## src/rtl/pulse_timer_if.sv

```systemverilog
// pulse_timer_if: control/status bundle for pulse_timer.
//   master (driver side) : ena, start, stop, mode, ticks, width -> ; <- out, busy
//   slave  (timer side)  : ena, start, stop, mode, ticks, width <- ; -> out, busy
//   ena    count enable (low pauses the counter)
//   start  single-cycle launch, samples mode/ticks/width
//   stop   single-cycle halt
//   mode   0 OFF, 1 PERIODIC, 2 PWM, 3 ONESHOT
//   ticks  period in counted cycles (0 is invalid)
//   width  PWM high time in counted cycles
//   out    pulse / PWM output
//   busy   timer running
interface pulse_timer_if #(
  parameter int N = 8
);
  logic         ena;
  logic         start;
  logic         stop;
  logic [1:0]   mode;
  logic [N-1:0] ticks;
  logic [N-1:0] width;
  logic         out;
  logic         busy;

  modport master (
    output ena, start, stop, mode, ticks, width,
    input  out, busy
  );

  modport slave (
    input  ena, start, stop, mode, ticks, width,
    output out, busy
  );
endinterface

```

## src/rtl/pulse_timer.sv

```systemverilog
// pulse_timer: multi-mode pulse / PWM timer (periodic, PWM, one-shot).
//   clk  core clock, rising edge
//   rst  asynchronous active-low reset
//   bus  pulse_timer_if.slave: ena/start/stop/mode/ticks/width in, out/busy out
//
// Period and width are shadowed: a running timer picks up new ticks/width
// only at the wrap edge, so the output never glitches mid-period. The mode
// is fixed for the whole run and only changes on start.
//
// state    | meaning
// ---------+-------------------------------------------------------------
// ST_IDLE  | not running; out = 0, busy = 0
// ST_RUN   | counting 0 .. ticks_q-1 on ena cycles; busy = 1
module pulse_timer #(
  parameter int N = 8
) (
  input  logic            clk,
  input  logic            rst,
  pulse_timer_if.slave    bus
);

  typedef enum logic {
    ST_IDLE = 1'b0,
    ST_RUN  = 1'b1
  } state_e;

  typedef enum logic [1:0] {
    MODE_OFF      = 2'd0,
    MODE_PERIODIC = 2'd1,
    MODE_PWM      = 2'd2,
    MODE_ONESHOT  = 2'd3
  } mode_e;

  localparam logic [N-1:0] ONE = N'(1);

  state_e       state_q, state_d;
  mode_e        mode_q,  mode_d;
  logic [N-1:0] count_q, count_d;
  logic [N-1:0] ticks_q, ticks_d;
  logic [N-1:0] width_q, width_d;

  logic [N-1:0] ticks_last;
  logic         at_wrap;
  logic         start_ok;
  logic         run_q;
  logic         out_c;

  assign run_q = (state_q == ST_RUN);

  // ticks_q - 1 is only meaningful for a nonzero period; guarding it keeps
  // the compare from matching count_q = all-ones when ticks_q is 0.
  assign ticks_last = (ticks_q != '0) ? (ticks_q - ONE) : '0;
  assign at_wrap    = (ticks_q != '0) && (count_q == ticks_last);
  assign start_ok   = (bus.ticks != '0) && (mode_e'(bus.mode) != MODE_OFF);

  always_ff @(posedge clk or negedge rst) begin
    if (!rst) begin
      state_q <= ST_IDLE;
      mode_q  <= MODE_OFF;
      count_q <= '0;
      ticks_q <= '0;
      width_q <= '0;
    end else begin
      state_q <= state_d;
      mode_q  <= mode_d;
      count_q <= count_d;
      ticks_q <= ticks_d;
      width_q <= width_d;
    end
  end

  // Priority: stop, then start, then counting.
  always_comb begin
    state_d = state_q;
    mode_d  = mode_q;
    count_d = count_q;
    ticks_d = ticks_q;
    width_d = width_q;

    if (bus.stop) begin
      state_d = ST_IDLE;
      count_d = '0;
    end else if (bus.start) begin
      count_d = '0;
      if (start_ok) begin
        state_d = ST_RUN;
        mode_d  = mode_e'(bus.mode);
        ticks_d = bus.ticks;
        width_d = bus.width;
      end else begin
        state_d = ST_IDLE;
      end
    end else if (run_q && bus.ena) begin
      if (at_wrap) begin
        count_d = '0;
        ticks_d = bus.ticks;
        width_d = bus.width;
        if ((bus.ticks == '0) || (mode_q == MODE_ONESHOT)) begin
          state_d = ST_IDLE;
        end
      end else begin
        count_d = count_q + ONE;
      end
    end
  end

  // Pulse modes qualify with ena so a paused wrap cycle emits nothing;
  // PWM holds its level through a pause.
  always_comb begin
    out_c = 1'b0;
    if (run_q) begin
      case (mode_q)
        MODE_PERIODIC,
        MODE_ONESHOT: out_c = bus.ena & at_wrap;
        MODE_PWM:     out_c = (count_q < width_q);
        default:      out_c = 1'b0;
      endcase
    end
  end

  assign bus.out  = out_c;
  assign bus.busy = run_q;

endmodule

```

## src/flat_wrapper.sv

```systemverilog
// flat-port wrapper written by rule: the top's interface ports become plain ports
module pulse_timer_flat 
#(
  parameter int N = 8
)
  (clk, rst, bus_ena, bus_start, bus_stop, bus_mode, bus_ticks, bus_width, bus_out, bus_busy);
  pulse_timer_if #(.N(N)) bus_i ();
  input  logic clk;
  input  logic rst;
  input wire logic [$bits(bus_i.ena)-1:0] bus_ena;
  input wire logic [$bits(bus_i.start)-1:0] bus_start;
  input wire logic [$bits(bus_i.stop)-1:0] bus_stop;
  input wire logic [$bits(bus_i.mode)-1:0] bus_mode;
  input wire logic [$bits(bus_i.ticks)-1:0] bus_ticks;
  input wire logic [$bits(bus_i.width)-1:0] bus_width;
  output wire logic [$bits(bus_i.out)-1:0] bus_out;
  output wire logic [$bits(bus_i.busy)-1:0] bus_busy;
  assign bus_i.ena = bus_ena;
  assign bus_i.start = bus_start;
  assign bus_i.stop = bus_stop;
  assign bus_i.mode = bus_mode;
  assign bus_i.ticks = bus_ticks;
  assign bus_i.width = bus_width;
  assign bus_out = bus_i.out;
  assign bus_busy = bus_i.busy;
  pulse_timer #(.N(N)) u_core (.clk(clk), .rst(rst), .bus(bus_i));
endmodule
```

## config.mk

```make
export PLATFORM = sky130hd
export DESIGN_NAME = pulse_timer_flat
export DESIGN_NICKNAME = d
export VERILOG_FILES = /design/src/rtl/pulse_timer_if.sv /design/src/rtl/pulse_timer.sv /design/src/flat_wrapper.sv
export SDC_FILE = /design/constraint.sdc
export NUM_CORES = 1
export LEC_CHECK = 0
export ABC_AREA = 0
export BUFFER_PORTS_ARGS = -buffer_cell sky130_fd_sc_hd__buf_2
export CELL_PAD_IN_SITES_DETAIL_PLACEMENT = 2
export CELL_PAD_IN_SITES_GLOBAL_PLACEMENT = 2
export CORE_UTILIZATION = 34
export CTS_BUF_LIST = sky130_fd_sc_hd__clkbuf_4 sky130_fd_sc_hd__clkbuf_8
export DETAILED_ROUTE_END_ITERATION = 7
export PLACE_DENSITY_LB_ADDON = 0.15
export SYNTH_ARGS = -nofsm -noshare
export SYNTH_HDL_FRONTEND = slang
export SYNTH_SLANG_ARGS = --single-unit
```

## constraint.sdc

```tcl
create_clock -name clk -period 2.7 [get_ports clk]
set_input_delay 0.135 -clock clk [delete_from_list [all_inputs] [get_ports clk]]
set_output_delay 0.135 -clock clk [all_outputs]
set_load 0.03 [all_outputs]
```

==> results by stage <==
Outcome:
- The flow ran to the end, and the final reports show no timing, DRC or antenna violations.

Pwr:
- Of the total power, the clock network draws 0.232.
- The share of total power dissipated in combinational logic is 0.279.
- The internal portion of the total power is 0.000709 W.
- The share of total power dissipated in sequential elements is 0.489.
- For this design the ratio of total power to cell area is 504 nW/um2.
- Across the VDD grid, the largest voltage drop is roughly 0.25 mV.
- Of the total power, the share spent switching nets is 0.321.
- For this design the total switching power over the nets is about 0.00034 W.
- For this design the static power due to leakage is around 0.93 nW.
- The total design power is 0.00104 W.

Clock network:
- In this run the number of H-tree levels came out at 1.
- Clock tree synthesis inserted a total of 3 buffers.
- The insertion delay of the later-clocked pin in the worst-skew pair is 0.28 ns.
- The maximum buffer depth of the clock tree is 2.
- The clock net in this run drives a total of 27 sinks.
- Clock tree synthesis selected as its root buffer the cell sky130_fd_sc_hd__clkbuf_8.
- Clock-pin slew was measured on the worst setup and hold paths at 0.10 ns.
- The TritonCTS clock tree is yes.

Setup path:
- The worst-case register-to-register setup slack is 0.07 ns.
- At the worst endpoint, the required time is ~2.9 ns.
- By startpoint and endpoint, the worst setup path is classified as reg2reg.
- The highest fanout seen on the critical path is 8.
- The endpoint identified for the worst register-to-register timing path is u_core.ticks_q[0].
- The type of origin of the critical path is a register.
- The reg-to-reg startpoint is u_core.ticks_q[1].
- The worst register-to-register path has a depth of 11.
- The worst path arrival time is between 2 and 3 ns.
- The worst setup path is captured at a register.

Synth:
- Counting distinct cell types in the post-synthesis netlist gives 38.
- The net count after synthesis is 197.
- Of all cell types, the one taking the most synthesized area is sky130_fd_sc_hd__dfrtp_1.
- The combined area of all synthesized cells is roughly 1700 um2.
- For this run, the number of Yosys warnings is 0.
- The share of the synthesized netlist area taken by xor and xnor gates is 0.0524.
- After synthesis, the cell types taking the most area are sky130_fd_sc_hd__dfrtp_1, sky130_fd_sc_hd__mux2_2, sky130_fd_sc_hd__ha_1.
- Dividing the synthesized area by the synthesized cell count gives approximately 10 um2.
- The post-synthesis cell count is 165.
- The post-synthesis simple-gate area fraction is 0.169.
- The area fraction in compound gates after synthesis was 0.136.
- After synthesis, the largest family of logic cells by area is simple AND/OR/NAND/NOR gates.
- The synthesized design contains 27 register bits.
- Of the synthesized area, sequential elements account for 0.404.
- Of the total synthesized cell area, the portion taken by full adders, half adders and majority gates is 0.0673.
- After synthesis, the share of cell area in mux cells is 0.133.
- The area share of the largest cell type after synthesis is 0.404.

Final layout:
- For this run, the share of the core covered by cells in the final layout is 0.438.
- In the layout the commonest cells are sky130_fd_sc_hd__dfrtp_1, sky130_fd_sc_hd__buf_2, sky130_fd_sc_hd__nand2_1.
- The layout overhead on the synthesized area is 23.7%.
- The count of fill cells added during filler insertion is 511.
- At the end of the flow, the number of nets in the layout was 238.
- The most common cell after layout, fill and taps aside is sky130_fd_sc_hd__dfrtp_1.
- The diode insertion count for antenna repair is 0.
- Of the cells placed in the final design, the portion with a size suffix greater than 1 is 0.356.

Global routing:
- The maximum number of pins on one net before global-route repair is 28.
- The first global-routing pass estimated 7.89 mm of wire.
- The via count of the first global-routing pass came to 1586.
- The number of antenna violations at the first check in global routing is 0.
- Across every metal layer, demand over resource in global routing totals 0.200.
- The remaining global-route overflow is 0.

Drt:
- The detail route stage leaves a number of antenna-violating nets equal to 0.
- After detailed routing, the average wire length per cell comes to 17.3 um.
- The first routing iteration left 45 violations.
- The aggregate routed wire length is 4.70 mm.
- Using the TritonRoute via totals, the vias-per-cell ratio works out to 5.19.
- The routed layout has 1412 vias.
- The residual DRC count is 0.
- The number of iterations in the first detailed-routing pass is 3.

Timing:
- The final critical-path share of the clock period is 0.972.
- Setup repair after global routing could not meet its margin everywhere.
- The setup TNS is 0 ns.
- The final max-slew violation count is 0.
- The final hold violation count is 0.
- The final critical path time including I/O delays and setup is between 2 and 3 ns.
- Headroom to the max-slew limit came out at 0.550.
- The setup skew after layout is 0.00539 ns.
- The actual slew at the worst max-slew pin is 0.670 ns.
- The maximum operating frequency is 0.381 GHz.
- Setup violations remaining at the end of the flow were counted as 0.

Floorplan:
- The number of standard-cell rows in the floorplan is 25.
- From bottom edge to top edge, the die measures 72.1 um.
- From left edge to right edge, the die measures ~70 um.
- The area inside the core boundary is ~4700 um2.
- The floorplan step defined a die boundary enclosing 5200 um2.
- The initial core utilization is 0.354.
- The total I/O pin count is 25.

Place:
- The final weighted congestion in routability-driven placement is 0.868.
- The number of buffers inserted by port buffering is 24.
- Detailed placement finished with a half-perimeter wire length of 3.62 mm.

Worst hold path:
- The worst min-delay path category is in2reg.
- The worst hold path passes through 2 cells.
- The launch instance of the worst min-delay path is bus_width[5].
- The path with the worst hold slack has its endpoint at u_core.width_q[5].

Flow run:
- Max-cap violations in this run came to 0.
repair_timing:
item | 4_1_cts | 5_1_grt
setup buffers | 3 | 4
hold endpoints to repair | 27 | 0
resized for setup | 7 | 3
pin swaps | 3 | 3
endpoints found under the setup margin | 13 | 18
hold buffers | 1 | 0
final cells by class:
type	instances	area, um2	share of cell area
Clock buffer	3	41.3	0.0200
Clock inverter	1	5.00	0.00242
Inverter	12	45.0	0.0218
Multi-Input combinational cell	123	980	0.473
Sequential cell	27	677	0.327
Tap cell	67	83.8	0.0405
Timing Repair Buffer	39	238	0.115
synth_stat cells:
library cell,n
sky130_fd_sc_hd__nand4b_1,1
sky130_fd_sc_hd__nand3_1,5
sky130_fd_sc_hd__mux2_2,18
sky130_fd_sc_hd__nor2_1,10
sky130_fd_sc_hd__or2_2,2
sky130_fd_sc_hd__nor2b_1,2
sky130_fd_sc_hd__nand4_2,1
sky130_fd_sc_hd__o221ai_1,3
sky130_fd_sc_hd__a21boi_0,2
sky130_fd_sc_hd__a2111oi_0,1
sky130_fd_sc_hd__nand2_1,20
sky130_fd_sc_hd__nor3_1,4
sky130_fd_sc_hd__inv_1,12
sky130_fd_sc_hd__a2111oi_2,1
sky130_fd_sc_hd__o21ai_0,8
sky130_fd_sc_hd__o2111ai_1,2
sky130_fd_sc_hd__a21o_1,1
sky130_fd_sc_hd__or3_1,1
sky130_fd_sc_hd__a21oi_1,2
sky130_fd_sc_hd__mux2i_1,2
sky130_fd_sc_hd__clkbuf_1,2
sky130_fd_sc_hd__nor4b_2,1
sky130_fd_sc_hd__and3_1,1
sky130_fd_sc_hd__o211ai_1,3
sky130_fd_sc_hd__ha_1,9
sky130_fd_sc_hd__and2_1,2
sky130_fd_sc_hd__xnor2_1,6
sky130_fd_sc_hd__nor2_2,1
sky130_fd_sc_hd__nand2b_4,1
sky130_fd_sc_hd__xor2_1,4
sky130_fd_sc_hd__a2bb2oi_1,1
sky130_fd_sc_hd__a32o_1,2
sky130_fd_sc_hd__nor4_1,3
sky130_fd_sc_hd__o311ai_0,1
sky130_fd_sc_hd__o31ai_4,1
sky130_fd_sc_hd__dfrtp_1,27
sky130_fd_sc_hd__a31oi_1,1
sky130_fd_sc_hd__buf_6,1
layer usage:
| metal | vias up | global-route usage | share of wire |
|---|---|---|---|
| met1 | 716 | 0.247 | 0.46 |
| met2 | 18 | 0.357 | 0.52 |
| met4 | 0 | 0.0697 | 0.0062 |
| li1 | 676 | - | - |
| met3 | 2 | 0.0250 | 0.021 |
| met5 | - | 0 | 0 |
through the flow:
| step | setup WS [ns] | hold WS (ns) | instance area [um2] | instances |
|---|---|---|---|---|
| global placement | 0.145 | 0.184 | 1920 | 260 |
| global route | -0.0434 | 0.0768 | 2070 | 272 |
| floorplan | 0.0704 | -0.161 | 1680 | 165 |
| CTS | 0.0111 | 0.0661 | 2030 | 268 |
| finish | 0.0743 | 0.0759 | 2070 | 272 |
| detailed placement | 0.0278 | 0.194 | 1920 | 260 |
critical path: stages, from the launching register on:
cell and delay (ns):
sky130_fd_sc_hd__dfrtp_1 0.43, sky130_fd_sc_hd__inv_1 0.08, sky130_fd_sc_hd__ha_2 0.20, sky130_fd_sc_hd__nand2b_4 0.09, sky130_fd_sc_hd__nor4_4 0.05, sky130_fd_sc_hd__buf_4 0.15
sky130_fd_sc_hd__a2111oi_2 0.37, sky130_fd_sc_hd__nand4_2 0.17, sky130_fd_sc_hd__buf_4 0.17, sky130_fd_sc_hd__o31ai_4 0.25, sky130_fd_sc_hd__buf_4 0.22, sky130_fd_sc_hd__mux2_2 0.35
state kept, by name, summed over array words and instances, names as in the netlist:
signal and flops:
u_core.count_q 8, u_core.width_q 8, u_core.ticks_q 8, u_core.bus.busy 1, u_core.mode_q 2
worst max path at each step:
stage / start / endpoint / cells past startpoint
after floorplan: u_core.ticks_q[0] / u_core.ticks_q[3] / 10
after global placement: u_core.ticks_q[1] / u_core.width_q[1] / 8
after detailed placement: u_core.ticks_q[0] / u_core.ticks_q[2] / 10
after CTS: u_core.ticks_q[0] / bus_out / 10
after global routing: u_core.ticks_q[0] / u_core.ticks_q[0] / 11
final: u_core.ticks_q[1] / u_core.ticks_q[0] / 11
logic make-up (layout without fill, tap and decap cells):
group | after synthesis | count (layout)
xor gates and xnor gates | 10 | 10
adders and majority gates | 9 | 9
AOI/OAI and AO/OA | 29 | 29
and+or+nand+nor | 55 | 55
DFF | 27 | 27
buffers and inverters | 15 | 55
muxes | 20 | 20
power groups by stage:
stage / sequential, W / combinational, W / clock (W)
5_1_grt: 0.000519 / 0.000324 / 0.000263
6_report: 0.000510 / 0.000292 / 0.000242
4_1_cts: 0.000510 / 0.000277 / 0.000256
2_1_floorplan: 0.000501 / 0.000175 / 0
3_5_place_dp: 0.000514 / 0.000258 / 0
3_3_place_gp: 0.000508 / 0.000243 / 0
(Power assumes the default switching activity.)
